**config.mk**
```make
export PLATFORM = sky130hd
export DESIGN_NAME = app_lock_controller
export DESIGN_NICKNAME = d
export VERILOG_FILES = /design/src/rtl/app_lock_controller.sv
export SDC_FILE = /design/constraint.sdc
export NUM_CORES = 1
export LEC_CHECK = 0
export CORE_MARGIN = 5
export CORE_UTILIZATION = 52
export DETAILED_ROUTE_END_ITERATION = 8
export PLACE_DENSITY = 0.75
export SLEW_MARGIN = 20
export SYNTH_ARGS = -nofsm -noshare
export SYNTH_HDL_FRONTEND = slang
export SYNTH_SLANG_ARGS = --single-unit
```
**constraint.sdc**
```tcl
create_clock -name clk -period 1.7 [get_ports clk]
set_input_delay 0.255 -clock clk [delete_from_list [all_inputs] [get_ports clk]]
set_output_delay 0.255 -clock clk [all_outputs]
set_load 0.02 [all_outputs]
```
**src/rtl/app_lock_controller.sv**
```systemverilog
// Sequential passcode lock: serial digit entry, registered compare, attempt counting
// with timed lockout, and in-place reprogramming of the stored code while unlocked.
module app_lock_controller #(
    parameter int unsigned DIGIT_W        = 4,
    parameter int unsigned NUM_DIGITS     = 4,
    parameter int unsigned MAX_ATTEMPTS   = 3,
    parameter int unsigned LOCKOUT_CYCLES = 16,
    parameter int unsigned UNLOCK_CYCLES  = 8,
    parameter logic [NUM_DIGITS*DIGIT_W-1:0] DEFAULT_CODE = {4'd5, 4'd6, 4'd7, 4'd8}
) (
    input  logic                                    clk,
    input  logic                                    reset,
    input  logic [DIGIT_W-1:0]                      digit_in,
    input  logic                                    digit_valid,
    input  logic                                    enter,
    input  logic                                    clear,
    input  logic                                    set_req,
    output logic                                    unlocked,
    output logic                                    locked_out,
    output logic                                    programming,
    output logic                                    fail,
    output logic                                    prog_done,
    output logic [$clog2(MAX_ATTEMPTS+1)-1:0]       attempts_left,
    output logic [$clog2(NUM_DIGITS+1)-1:0]         digit_count
);

    localparam int unsigned CODE_W  = NUM_DIGITS * DIGIT_W;
    localparam int unsigned AT_W    = $clog2(MAX_ATTEMPTS + 1);
    localparam int unsigned DC_W    = $clog2(NUM_DIGITS + 1);
    localparam int unsigned TMR_MAX = (UNLOCK_CYCLES > LOCKOUT_CYCLES) ? UNLOCK_CYCLES : LOCKOUT_CYCLES;
    localparam int unsigned TMR_W   = $clog2(TMR_MAX + 1);

    typedef enum logic [2:0] {
        S_ENTRY    = 3'd0,
        S_CHECK    = 3'd1,
        S_UNLOCKED = 3'd2,
        S_LOCKOUT  = 3'd3,
        S_PROGRAM  = 3'd4
    } state_t;

    state_t              state_q, state_d;
    logic [CODE_W-1:0]   code_q, code_d;
    logic [CODE_W-1:0]   buf_q, buf_d, buf_wr;
    logic [DC_W-1:0]     count_q, count_d;
    logic [AT_W-1:0]     attempts_q, attempts_d;
    logic [TMR_W-1:0]    tmr_q, tmr_d;
    logic                match_q, match_d;
    logic                full_c;
    logic                unlocked_d, locked_out_d, programming_d, fail_d, prog_done_d;

    // State and registered outputs
    always_ff @(posedge clk or negedge reset) begin
        if (!reset) begin
            state_q     <= S_ENTRY;
            code_q      <= DEFAULT_CODE;
            buf_q       <= '0;
            count_q     <= '0;
            attempts_q  <= AT_W'(MAX_ATTEMPTS);
            tmr_q       <= '0;
            match_q     <= 1'b0;
            unlocked    <= 1'b0;
            locked_out  <= 1'b0;
            programming <= 1'b0;
            fail        <= 1'b0;
            prog_done   <= 1'b0;
        end else begin
            state_q     <= state_d;
            code_q      <= code_d;
            buf_q       <= buf_d;
            count_q     <= count_d;
            attempts_q  <= attempts_d;
            tmr_q       <= tmr_d;
            match_q     <= match_d;
            unlocked    <= unlocked_d;
            locked_out  <= locked_out_d;
            programming <= programming_d;
            fail        <= fail_d;
            prog_done   <= prog_done_d;
        end
    end

    assign attempts_left = attempts_q;
    assign digit_count   = count_q;
    assign full_c        = (count_q == DC_W'(NUM_DIGITS));

    // Buffer image with digit_in placed at the current fill position (first digit in MSBs)
    always_comb begin
        buf_wr = buf_q;
        for (int i = 0; i < int'(NUM_DIGITS); i++) begin
            if (count_q == DC_W'(i)) begin
                buf_wr[(int'(NUM_DIGITS) - 1 - i) * int'(DIGIT_W) +: DIGIT_W] = digit_in;
            end
        end
    end

    // Next-state and datapath updates; priority clear > enter > digit_valid
    always_comb begin
        state_d    = state_q;
        code_d     = code_q;
        buf_d      = buf_q;
        count_d    = count_q;
        attempts_d = attempts_q;
        tmr_d      = tmr_q;
        match_d    = match_q;
        case (state_q)
            S_ENTRY: begin
                if (clear) begin
                    count_d = '0;
                end else if (enter) begin
                    match_d = full_c && (buf_q == code_q);
                    state_d = S_CHECK;
                end else if (digit_valid && !full_c) begin
                    buf_d   = buf_wr;
                    count_d = count_q + DC_W'(1);
                end
            end
            S_CHECK: begin
                count_d = '0;
                tmr_d   = '0;
                if (match_q) begin
                    attempts_d = AT_W'(MAX_ATTEMPTS);
                    state_d    = S_UNLOCKED;
                end else begin
                    attempts_d = attempts_q - AT_W'(1);
                    state_d    = (attempts_q == AT_W'(1)) ? S_LOCKOUT : S_ENTRY;
                end
            end
            S_UNLOCKED: begin
                if (clear) begin
                    state_d = S_ENTRY;
                end else if (set_req) begin
                    count_d = '0;
                    state_d = S_PROGRAM;
                end else if (tmr_q == TMR_W'(UNLOCK_CYCLES - 1)) begin
                    state_d = S_ENTRY;
                end else begin
                    tmr_d = tmr_q + TMR_W'(1);
                end
            end
            S_LOCKOUT: begin
                if (tmr_q == TMR_W'(LOCKOUT_CYCLES - 1)) begin
                    attempts_d = AT_W'(MAX_ATTEMPTS);
                    state_d    = S_ENTRY;
                end else begin
                    tmr_d = tmr_q + TMR_W'(1);
                end
            end
            S_PROGRAM: begin
                if (clear) begin
                    count_d = '0;
                end else if (enter) begin
                    // A short count aborts without touching the stored code
                    if (full_c) begin
                        code_d = buf_q;
                    end
                    count_d = '0;
                    state_d = S_ENTRY;
                end else if (digit_valid && !full_c) begin
                    buf_d   = buf_wr;
                    count_d = count_q + DC_W'(1);
                end
            end
            default: begin
                count_d = '0;
                state_d = S_ENTRY;
            end
        endcase
    end

    // Output decode, registered one edge later alongside the state
    always_comb begin
        unlocked_d    = 1'b0;
        locked_out_d  = 1'b0;
        programming_d = 1'b0;
        fail_d        = 1'b0;
        prog_done_d   = 1'b0;
        unlocked_d    = (state_d == S_UNLOCKED);
        locked_out_d  = (state_d == S_LOCKOUT);
        programming_d = (state_d == S_PROGRAM);
        fail_d        = (state_q == S_CHECK) && !match_q;
        prog_done_d   = (state_q == S_PROGRAM) && !clear && enter && full_c;
    end

endmodule

```
==> summary.md, run 1 <==
| Metric | Value |
|---|---|
| First-pass GRT wire length | 8.349 mm |
| Seq/Total Area, Yosys | 52.44% |
| Worst-path maximum fanout | 10 |
| Final Skew | 0.007036 ns |
| Final setup violation count | 3 |
| Wirelength per Cell | 17.00 um |
| RePlAce Congestion | 0.7774 |
| Core area | 4661 sq um |
| Width of the die | 78.75 um |
| Number of H-tree levels | 2 |
| Fill count | 326 |
| Post-synth EDFFs | 0 |
| Final hold vios | 0 |
| Pre-Repair DR Iteration Count | 4 |
| Vias in the first global route | 1710 |
| IO Count | 20 |
| Max_slew headroom | 69.54% |
| Crit-path slowest cell | dfrtp_1 |
| Post-route setup slack | -0.04401 ns |
| Crit path DAT | 1.95 ns |
| Critical path's top delay family | simple AND/OR/NAND/NOR gates |
| Final period util | 102.6% |
| Pwr Density | 1113 nW/um^2 |
| # rows | 25 |
| Top cell type's share of synthesized area | 41.75% |
| Post-route insts no fill | 306 |
| Async SR Flop Fraction | 100.0% |
| Starting Density | 52.72% |
| Initial antenna violation count | 0 |
| Reg clk slew, reported paths | 0.10 ns |
| Minimum clock period | 1.744 ns |
| CP Launch Type | register |
| Antenna Cells | 0 |
| Syn. warnings | 0 |
| Share of cells above drive strength 1 | 38.89% |
| DIE HEIGHT | 78.75 um |
| CTS buffer count | 5 |
| Synth area leader | dfrtp_1 |
| Syn_area_per_cell | 12.35 sq um |
| Sum of buffers and inverters on the critical path | 1 |
| Utilization after layout | 68.67% |
| Run status | complete, but fails checks |
| Ys flop type | dfrtp_1 |
| Placed cells | 296 |
| Post-synth net total | 217 |
| RSZ-0062 raised after global routing | true |
| Nets | 269 |
| Post-DP Area | 2932 sq um |
| Critical path required time | 1.90 ns |
| Endpoint type of the worst setup path | register |
| Total Routing Usage GR | 17.38% |
| Vias post-DR | 1724 |
| Dpl hpwl | 3.522 mm |
| P&R area growth vs syn | 30.24% |
| Initial DRC Count | 109 |
| Layout Cell Area excl Fill | 3201 sq um |
| Bufs on Longest Clock Path | 2 |
| Slew Viols, Final | 0 |
| Total Wirelength | 5.201 mm |
| CTS root buffer | clkbuf_8 |
| Area contributors post-synth | dfrtp_1 42%, dfstp_2 11%, mux2_2 11% |
| Distinct cells, synth | 41 |
| DIE AREA | 6201 sq um |
| Most frequent cells in the layout | 41 x dfrtp_1, 25 x buf_4, 20 x mux2_2, 15 x xor2_1 |
| Worst vdd ir | 568.4 uV |
| Maxcap violations | 0 |
| Post-route DRC | 0 |
| Slowest stage delay, CP | 0.42 ns |
| TritonCTS clock tree | built |
| Leak pwr | 1.567 nW |
| GR Overflow Total | 0 |
| Pin count of the biggest net entering global routing | 21 |
| Violated checks | setup timing |
| #FFs+latches synth | 51 |
| Synth Cell Area | 2457 sq um |
| Final ANT Viol Nets | 0 |
| Cells after Synth | 199 |
| Worst Tran Pin Value | 0.4569 ns |
| Hold Crit Class | in2async |
| Commonest non-fill, non-tap cell in the layout | dfrtp_1 |
| Clock sink count | 51 |
| Port buffer count | 19 |
| Skew-Pair Late Insertion Delay | 0.31 ns |
| Cells along the critical path | buf_4, nor2b_1, a32oi_4, or2_4, a22o_1 |
| Fmax | 0.5734 GHz |
| Kind of critical path | reg2reg |
| Vias/cell | 5.634 |
-- routing by layer --
layer,up-vias,GRT usage (%),part of all wire (%)
met1,861,24.55,46
met4,0,7.168,2.8
met5,-,0,0
li1,806,-,-
met2,42,25.72,47
met3,15,4.082,4.0
-- cell type report --
class / count / area (sq um) / area share, %
flip-flops and latches: 51 / 1289 / 40.27
multi-input cells: 136 / 1261 / 39.41
repair buffers: 49 / 455.4 / 14.23
clock buffers: 5 / 68.82 / 2.150
well taps: 54 / 67.56 / 2.111
inverters: 8 / 30.03 / 0.9382
clock inverters: 3 / 28.78 / 0.8991
-- timing repair --
action                                  in CTS  in global routing
setup buffers                                1                  0
endpoints found under the hold margin       12                  0
resized for setup                           12                 24
cloned                                       0                  0
endpoints found under the setup margin      13                 32
hold buffers                                 1                  0
pin swaps                                    4                  7
-- through the flow --
stage / setup slack [ns] / power [mW] / TNS [ns] / hold WS (ns)
after global placement: -0.3237 / 2.729 / -10.89 / 0.2253
after floorplan: -0.07606 / 2.267 / -0.5289 / -0.04059
after CTS: 0.00006883 / 3.520 / 0 / 0.4189
final: -0.04401 / 3.563 / -0.09195 / 0.4162
after detailed placement: -0.3516 / 2.771 / -11.15 / 0.2269
after global routing: -0.08137 / 3.769 / -0.4116 / 0.4336
-- power by group --
| group | switching (mW) | internal, mW | leakage, nW |
|---|---|---|---|
| combinational | 0.595 | 0.605 | 0.857 |
| clock | 0.443 | 0.306 | 0.0502 |
| sequential | 0.177 | 1.44 | 0.659 |
-- logic make-up (layout without fill, tap and decap cells) --
family	after synthesis	count (layout)	share of synthesized area, %
and+or+nand+nor	51	51	11.96
xor gates and xnor gates	16	16	5.703
DFF	51	51	52.44
AOI/OAI and AO/OA	26	26	7.434
buffers and inverters	12	65	2.495
adders and majority gates	8	8	4.073
muxes	35	35	15.89
-- cells in the mapped netlist, drive strengths merged (3+ instances only) --
master	n
a21oi	3
buf	3
dfrtp	41
dfstp	10
ha	8
inv	8
mux2	32
mux2i	3
nand2	15
nand2b	4
nand3	5
nor2	5
nor2b	4
nor4	4
o21a	3
o21ai	8
o31ai	4
xor2	15
-- registers in the layout (all words and copies together) (netlist names) --
signal	cells
fail	1
programming	1
buf_q	16
digit_count	3
code_q	16
attempts_left	2
locked_out	1
tmr_q	5
unlocked	1
state_q	3
match_q	1
prog_done	1
-- final timing paths --
kind	startpoint	to	slack (ns)	depth (start not counted)
worst min-delay path	reset	buf_q[14]$_DFFE_PN0P_	0.42	2
worst max-delay path	state_q[1]$_DFF_PN0_	tmr_q[2]$_DFFE_PN0P_	-0.04	5
worst min register to register	attempts_left[0]$_DFFE_PN1P_	attempts_left[0]$_DFFE_PN1P_	0.51	2
worst max register to register	state_q[1]$_DFF_PN0_	tmr_q[2]$_DFFE_PN0P_	-0.04	5
max in group asynchronous	reset	code_q[6]$_DFFE_PN1P_	0.70	3
min in group clk	attempts_left[0]$_DFFE_PN1P_	attempts_left[0]$_DFFE_PN1P_	0.51	2
-- worst reg2reg max path, cell delays in order (launching register included) --
cell	delay [ns]
dfrtp_1	0.42
buf_4	0.21
nor2b_1	0.31
a32oi_4	0.18
or2_4	0.29
a22o_1	0.24
No activity file was read; power rests on OpenSTA's default activity.
==> inputs of run 2 (changes only) <==
--- a/config.mk
+++ b/config.mk
@@ -8,7 +8,8 @@
 export CORE_MARGIN = 5
 export CORE_UTILIZATION = 52
 export DETAILED_ROUTE_END_ITERATION = 8
-export PLACE_DENSITY = 0.75
+export PLACE_DENSITY = 0.82
+export SKIP_LAST_GASP = 1
 export SLEW_MARGIN = 20
 export SYNTH_ARGS = -nofsm -noshare
 export SYNTH_HDL_FRONTEND = slang
==> summary.md, run 2 (synthesized netlist as in run 1, its figures left out) <==
| Metric | Value |
|---|---|
| Run status | complete, but fails checks |
| Violated checks | setup timing |
| Slew Viols, Final | 0 |
| CTS buffer count | 5 |
| Crit-path slowest cell | or4b_4 |
| DIE AREA | 6201 sq um |
| Final setup violation count | 9 |
| Worst r2r path cells | 4 |
| CP Launch Type | register |
| Post-route DRC | 0 |
| Vias in the first global route | 1778 |
| Critical path's top delay family | simple AND/OR/NAND/NOR gates |
| P&R area growth vs syn | 31.98% |
| Reg-to-Reg End | code_q[15]$_DFFE_PN0P_ |
| Vias/cell | 5.591 |
| Endpoint type of the worst setup path | register |
| Critical path required time | 1.89 ns |
| Commonest non-fill, non-tap cell in the layout | dfrtp_1 |
| Antenna Cells | 0 |
| First-pass GRT wire length | 8.390 mm |
| Utilization after layout | 69.58% |
| Leak pwr | 1.584 nW |
| Largest registers | buf_q: 16 flops, code_q: 16 flops, tmr_q: 5 flops |
| TritonCTS clock tree | built |
| Maxcap violations | 0 |
| Final ANT Viol Nets | 0 |
| Clock sink count | 51 |
| Sum of buffers and inverters on the critical path | 1 |
| WP depth | 4 |
| Width of the die | 78.75 um |
| Slowest stage delay, CP | 0.59 ns |
| CTS root buffer | clkbuf_8 |
| Cells along the critical path | or4b_4, nor2_8, buf_12, mux2_4 |
| Layout Cell Area excl Fill | 3243 sq um |
| Vias post-DR | 1722 |
| Post-route setup slack | -0.01662 ns |
| Critical register-to-register path startpoint | state_q[0]$_DFF_PN0_ |
| Crit path DAT | 1.91 ns |
| Initial DRC Count | 64 |
| Bufs on Longest Clock Path | 2 |
| Pwr Density | 1091 nW/um^2 |
| Wirelength per Cell | 17.77 um |
| Skew-Pair Late Insertion Delay | 0.31 ns |
| Worst setup startpoint | state_q[0]$_DFF_PN0_ |
| Number of H-tree levels | 2 |
| IO Count | 20 |
| Placed cells | 292 |
| Nets | 271 |
| Final Skew | 0.01599 ns |
| Final period util | 101.0% |
| WHS | 0.4343 ns |
| Port buffer count | 19 |
| Post-DP Area | 2877 sq um |
| Share of cells above drive strength 1 | 40.16% |
| Hold Crit Class | in2async |
| Total Wirelength | 5.473 mm |
| Starting Density | 52.72% |
| Pin count of the biggest net entering global routing | 52 |
| Minimum clock period | 1.717 ns |
| Max_slew headroom | 77.02% |
| Kind of critical path | reg2reg |
| Fmax | 0.5825 GHz |
| Worst-path maximum fanout | 7 |
| Dpl hpwl | 3.342 mm |
| DIE HEIGHT | 78.75 um |
| # rows | 25 |
| Worst vdd ir | 523.4 uV |
| GR Overflow Total | 0 |
| Core area | 4661 sq um |
| Total Routing Usage GR | 17.38% |
| R2R setup slack | -0.02 ns |
| Reg clk slew, reported paths | 0.10 ns |
| Worst Tran Pin Value | 0.3416 ns |
| Post-route insts no fill | 308 |
| Most frequent cells in the layout | 41 x dfrtp_1, 26 x buf_4, 16 x mux2_4, 16 x mux2_2, 15 x xor2_1 |
| Initial antenna violation count | 0 |
| Crit path to | code_q[15]$_DFFE_PN0P_ |
| Final hold vios | 0 |
| Pre-Repair DR Iteration Count | 4 |
| RePlAce Congestion | 0.7898 |
| RSZ-0062 raised after global routing | true |
[run 2: cell count changes in the layout (fill, tap and decap cells not counted), sizes merged]
cell           previous run  this run
dlymetal6s2s              2         3
buf                      30        31
inv                       9         8
clkdlybuf4s50            13        14
dlygate4sd2               3         1
clkbuf                    5         7
[run 2: final cells by class]
class | count | area [sq um]
Multi-Input combinational cell | 136 | 1286
Clock buffer | 6 | 72.57
Inverter | 8 | 30.03
Tap cell | 54 | 67.56
Timing Repair Buffer | 51 | 484.2
Fill cell | 308 | 1418
Sequential cell | 51 | 1289
Clock inverter | 2 | 13.76
[run 2: worst min-delay path: stages]
cell	delay, ns
dlygate4sd3_1	0.52
buf_2	0.12
buf_12	0.25
[run 2: power breakdown]
group	total, mW	switching, mW	leakage, nW	internal (mW)
clock	0.705	0.413	0.0452	0.292
sequential	1.61	0.174	0.659	1.44
combinational	1.22	0.603	0.880	0.621
[run 2: worst min-delay path by stage]
| stage | from | end | slack [ns] |
|---|---|---|---|
| 6_report | reset | prog_done$_DFF_PN0_ | 0.43 |
| 5_1_grt | reset | buf_q[1]$_DFFE_PN0P_ | 0.46 |
| 4_1_cts | reset | prog_done$_DFF_PN0_ | 0.46 |
| 3_5_place_dp | reset | prog_done$_DFF_PN0_ | 0.26 |
| 3_3_place_gp | reset | prog_done$_DFF_PN0_ | 0.26 |
| 2_1_floorplan | reset | buf_q[0]$_DFFE_PN0P_ | -0.04 |
[run 2: routing by layer]
layer / global-route usage, % / up-vias / share of wire, %
li1: - / 807 / -
met1: 22.64 / 866 / 44
met2: 29.37 / 36 / 50
met3: 3.515 / 13 / 3.6
met4: 5.070 / 0 / 2.2
met5: 0 / - / 0
[run 2: repair_timing]
item                                    in CTS  in global routing
hold endpoints to repair                    41                  0
cloned                                       0                  1
hold buffers                                 1                  0
pin swaps                                    8                  4
endpoints found under the setup margin      32                 38
gates resized for setup                      7                 36
buffers inserted                             4                  2
[run 2: per-stage QoR]
stage | TNS (ns) | total power [mW] | worst slack, ns
finish | -0.04953 | 3.540 | -0.01662
global route | -0.3277 | 3.733 | -0.03203
CTS | -0.07797 | 3.453 | -0.02754
detailed placement | -12.23 | 2.755 | -0.3932
global placement | -11.89 | 2.700 | -0.3667
floorplan | -0.5289 | 2.267 | -0.07606
==> inputs of run 3 (changes only) <==
--- a/config.mk
+++ b/config.mk
@@ -6,9 +6,9 @@
 export NUM_CORES = 1
 export LEC_CHECK = 0
 export CORE_MARGIN = 5
-export CORE_UTILIZATION = 52
+export CORE_UTILIZATION = 40
 export DETAILED_ROUTE_END_ITERATION = 8
-export PLACE_DENSITY = 0.82
+export PLACE_DENSITY = 0.68
 export SKIP_LAST_GASP = 1
 export SLEW_MARGIN = 20
 export SYNTH_ARGS = -nofsm -noshare
==> summary.md, run 3 (synthesized netlist as in run 1, its figures left out) <==
| Metric | Value |
|---|---|
| Run status | complete, but fails checks |
| Violated checks | setup timing |
| Cells along the critical path | or4b_4, nor2_8, buf_12, mux2_1 |
| Clock sink count | 51 |
| Crit path DAT | 1.88 ns |
| WHS | 0.4534 ns |
| Critical path required time | 1.88 ns |
| Switching power | 1.131 mW |
| Max_slew headroom | 78.49% |
| Skew-Pair Late Insertion Delay | 0.30 ns |
| Initial DRC Count | 47 |
| Clock power share | 24.4% |
| Leak pwr | 1.548 nW |
| Sum of buffers and inverters on the critical path | 1 |
| Final setup violation count | 1 |
| Largest registers | buf_q: 16 flops, code_q: 16 flops, tmr_q: 5 flops |
| Wirelength per Cell | 14.52 um |
| Worst Tran Pin Value | 0.3197 ns |
| Final ANT Viol Nets | 0 |
| TritonCTS clock tree | built |
| Nets | 266 |
| CP Launch Type | register |
| DIE HEIGHT | 88.38 um |
| Fill count | 529 |
| DIE AREA | 7811 sq um |
| Maxcap violations | 0 |
| Net Sw Frac | 31.08% |
| Hold Crit Class | in2async |
| Vias/cell | 5.065 |
| Fmax | 0.5876 GHz |
| Reg clk slew, reported paths | 0.10 ns |
| Final hold vios | 0 |
| Antenna Cells | 0 |
| First-pass GRT wire length | 8.252 mm |
| Initial antenna violation count | 0 |
| Kind of critical path | reg2reg |
| Setup TNS | -0.001821 ns |
| Pwr Density | 1146 nW/um^2 |
| Share of cells above drive strength 1 | 35.74% |
| Vias in the first global route | 1719 |
| Worst vdd ir | 501.4 uV |
| Final Skew | 0.01107 ns |
| RePlAce Congestion | 0.8041 |
| Minimum clock period | 1.702 ns |
| Endpoint type of the worst setup path | register |
| Most frequent cells in the layout | 41 x dfrtp_1, 22 x buf_4, 21 x mux2_2, 15 x xor2_1, 14 x clkdlybuf4s50_1 |
| CTS buffer count | 5 |
| CTS root buffer | clkbuf_8 |
| Comb power frac | 31.4% |
| P&R area growth vs syn | 29.17% |
| Dpl hpwl | 3.323 mm |
| Total power | 3.638 mW |
| Bufs on Longest Clock Path | 2 |
| Starting Density | 41.26% |
| Critical path's top delay family | simple AND/OR/NAND/NOR gates |
| Pin count of the biggest net entering global routing | 52 |
| Slowest stage delay, CP | 0.58 ns |
| # rows | 28 |
| Setup WS pre-CTS | -0.3724 ns |
| Final period util | 100.1% |
| Vias post-DR | 1641 |
| IO Count | 20 |
| GR Overflow Total | 0 |
| Number of H-tree levels | 2 |
| Commonest non-fill, non-tap cell in the layout | dfrtp_1 |
| Total Wirelength | 4.706 mm |
| Worst-path maximum fanout | 9 |
| Crit-path slowest cell | or4b_4 |
| Core area | 5956 sq um |
| Register share of total power | 44.2% |
| Post-route DRC | 0 |
| Pre-Repair DR Iteration Count | 4 |
| Port buffer count | 19 |
| Slew Viols, Final | 0 |
| RSZ-0062 raised after global routing | true |
| Width of the die | 88.38 um |
| Internal power | 2.507 mW |
| Total Routing Usage GR | 13.69% |
| Post-route setup slack | -0.001821 ns |
==> run 3: changes by cell type in the layout (fill, tap and decap cells not counted), moves of 4 or more <==
cell / change
mux2_2: +5
mux2_1: +6
mux2_4: -11
buf_4: -4
==> run 3: routing by layer <==
metal	global-route usage, %	wire (um)	up-vias
met5	0	0	-
li1	-	-	805
met2	20.87	2093	21
met3	2.700	122	5
met1	19.13	2408	810
met4	5.632	81	0
==> run 3: layout make-up <==
class | count | area (sq um) | area share, %
timing repair buffer | 46 | 434.2 | 13.68
sequential | 51 | 1289 | 40.60
inverter | 8 | 30.03 | 0.9460
clock buffer | 6 | 82.58 | 2.602
tap | 75 | 93.84 | 2.956
clock inverter | 2 | 38.79 | 1.222
multi-input combinational | 136 | 1206 | 38.00
==> run 3: final timing paths <==
check / start / depth (start not counted) / endpoint / slack (ns)
hold / removal: reset / 3 / digit_count[1]$_DFFE_PN0P_ / 0.45
hold reg to reg: attempts_left[0]$_DFFE_PN1P_ / 2 / attempts_left[0]$_DFFE_PN1P_ / 0.50
min in group clk: attempts_left[0]$_DFFE_PN1P_ / 2 / attempts_left[0]$_DFFE_PN1P_ / 0.50
setup / recovery: state_q[0]$_DFF_PN0_ / 4 / code_q[2]$_DFFE_PN0P_ / -0.002
max in group asynchronous: reset / 3 / code_q[5]$_DFFE_PN1P_ / 0.95
setup reg to reg: state_q[0]$_DFF_PN0_ / 4 / code_q[2]$_DFFE_PN0P_ / -0.002
==> run 3: worst register-to-register path, stage by stage (launching register included) <==
cell and delay [ns]:
dfrtp_1 0.42, or4b_4 0.58, nor2_8 0.14, buf_12 0.14
mux2_1 0.31
==> run 3: timing repair <==
item                       4_1_cts  5_1_grt
resized for setup               11       16
hold buffers                     1        0
buffers inserted                 1        0
pin swaps                        4        5
hold endpoints to repair        41        0
setup endpoints to repair       25       31
==> run 3: per-stage QoR <==
step / std cells / util (%) / instance area, sq um
after detailed placement: 314 / 49.29 / 2935
final: 324 / 53.30 / 3174
after floorplan: 199 / - / 2462
after global placement: 314 / 49.29 / 2935
after global routing: 324 / 53.30 / 3174
after CTS: 324 / 52.21 / 3109
==> run 3: power by group through the flow <==
| stage | clock [mW] | combinational (mW) | sequential (mW) |
|---|---|---|---|
| after global routing | 0.965 | 1.26 | 1.64 |
| after global placement | 0 | 1.08 | 1.62 |
| final | 0.886 | 1.14 | 1.61 |
| after floorplan | 0 | 0.594 | 1.67 |
| after CTS | 0.912 | 1.12 | 1.61 |
| after detailed placement | 0 | 1.10 | 1.62 |
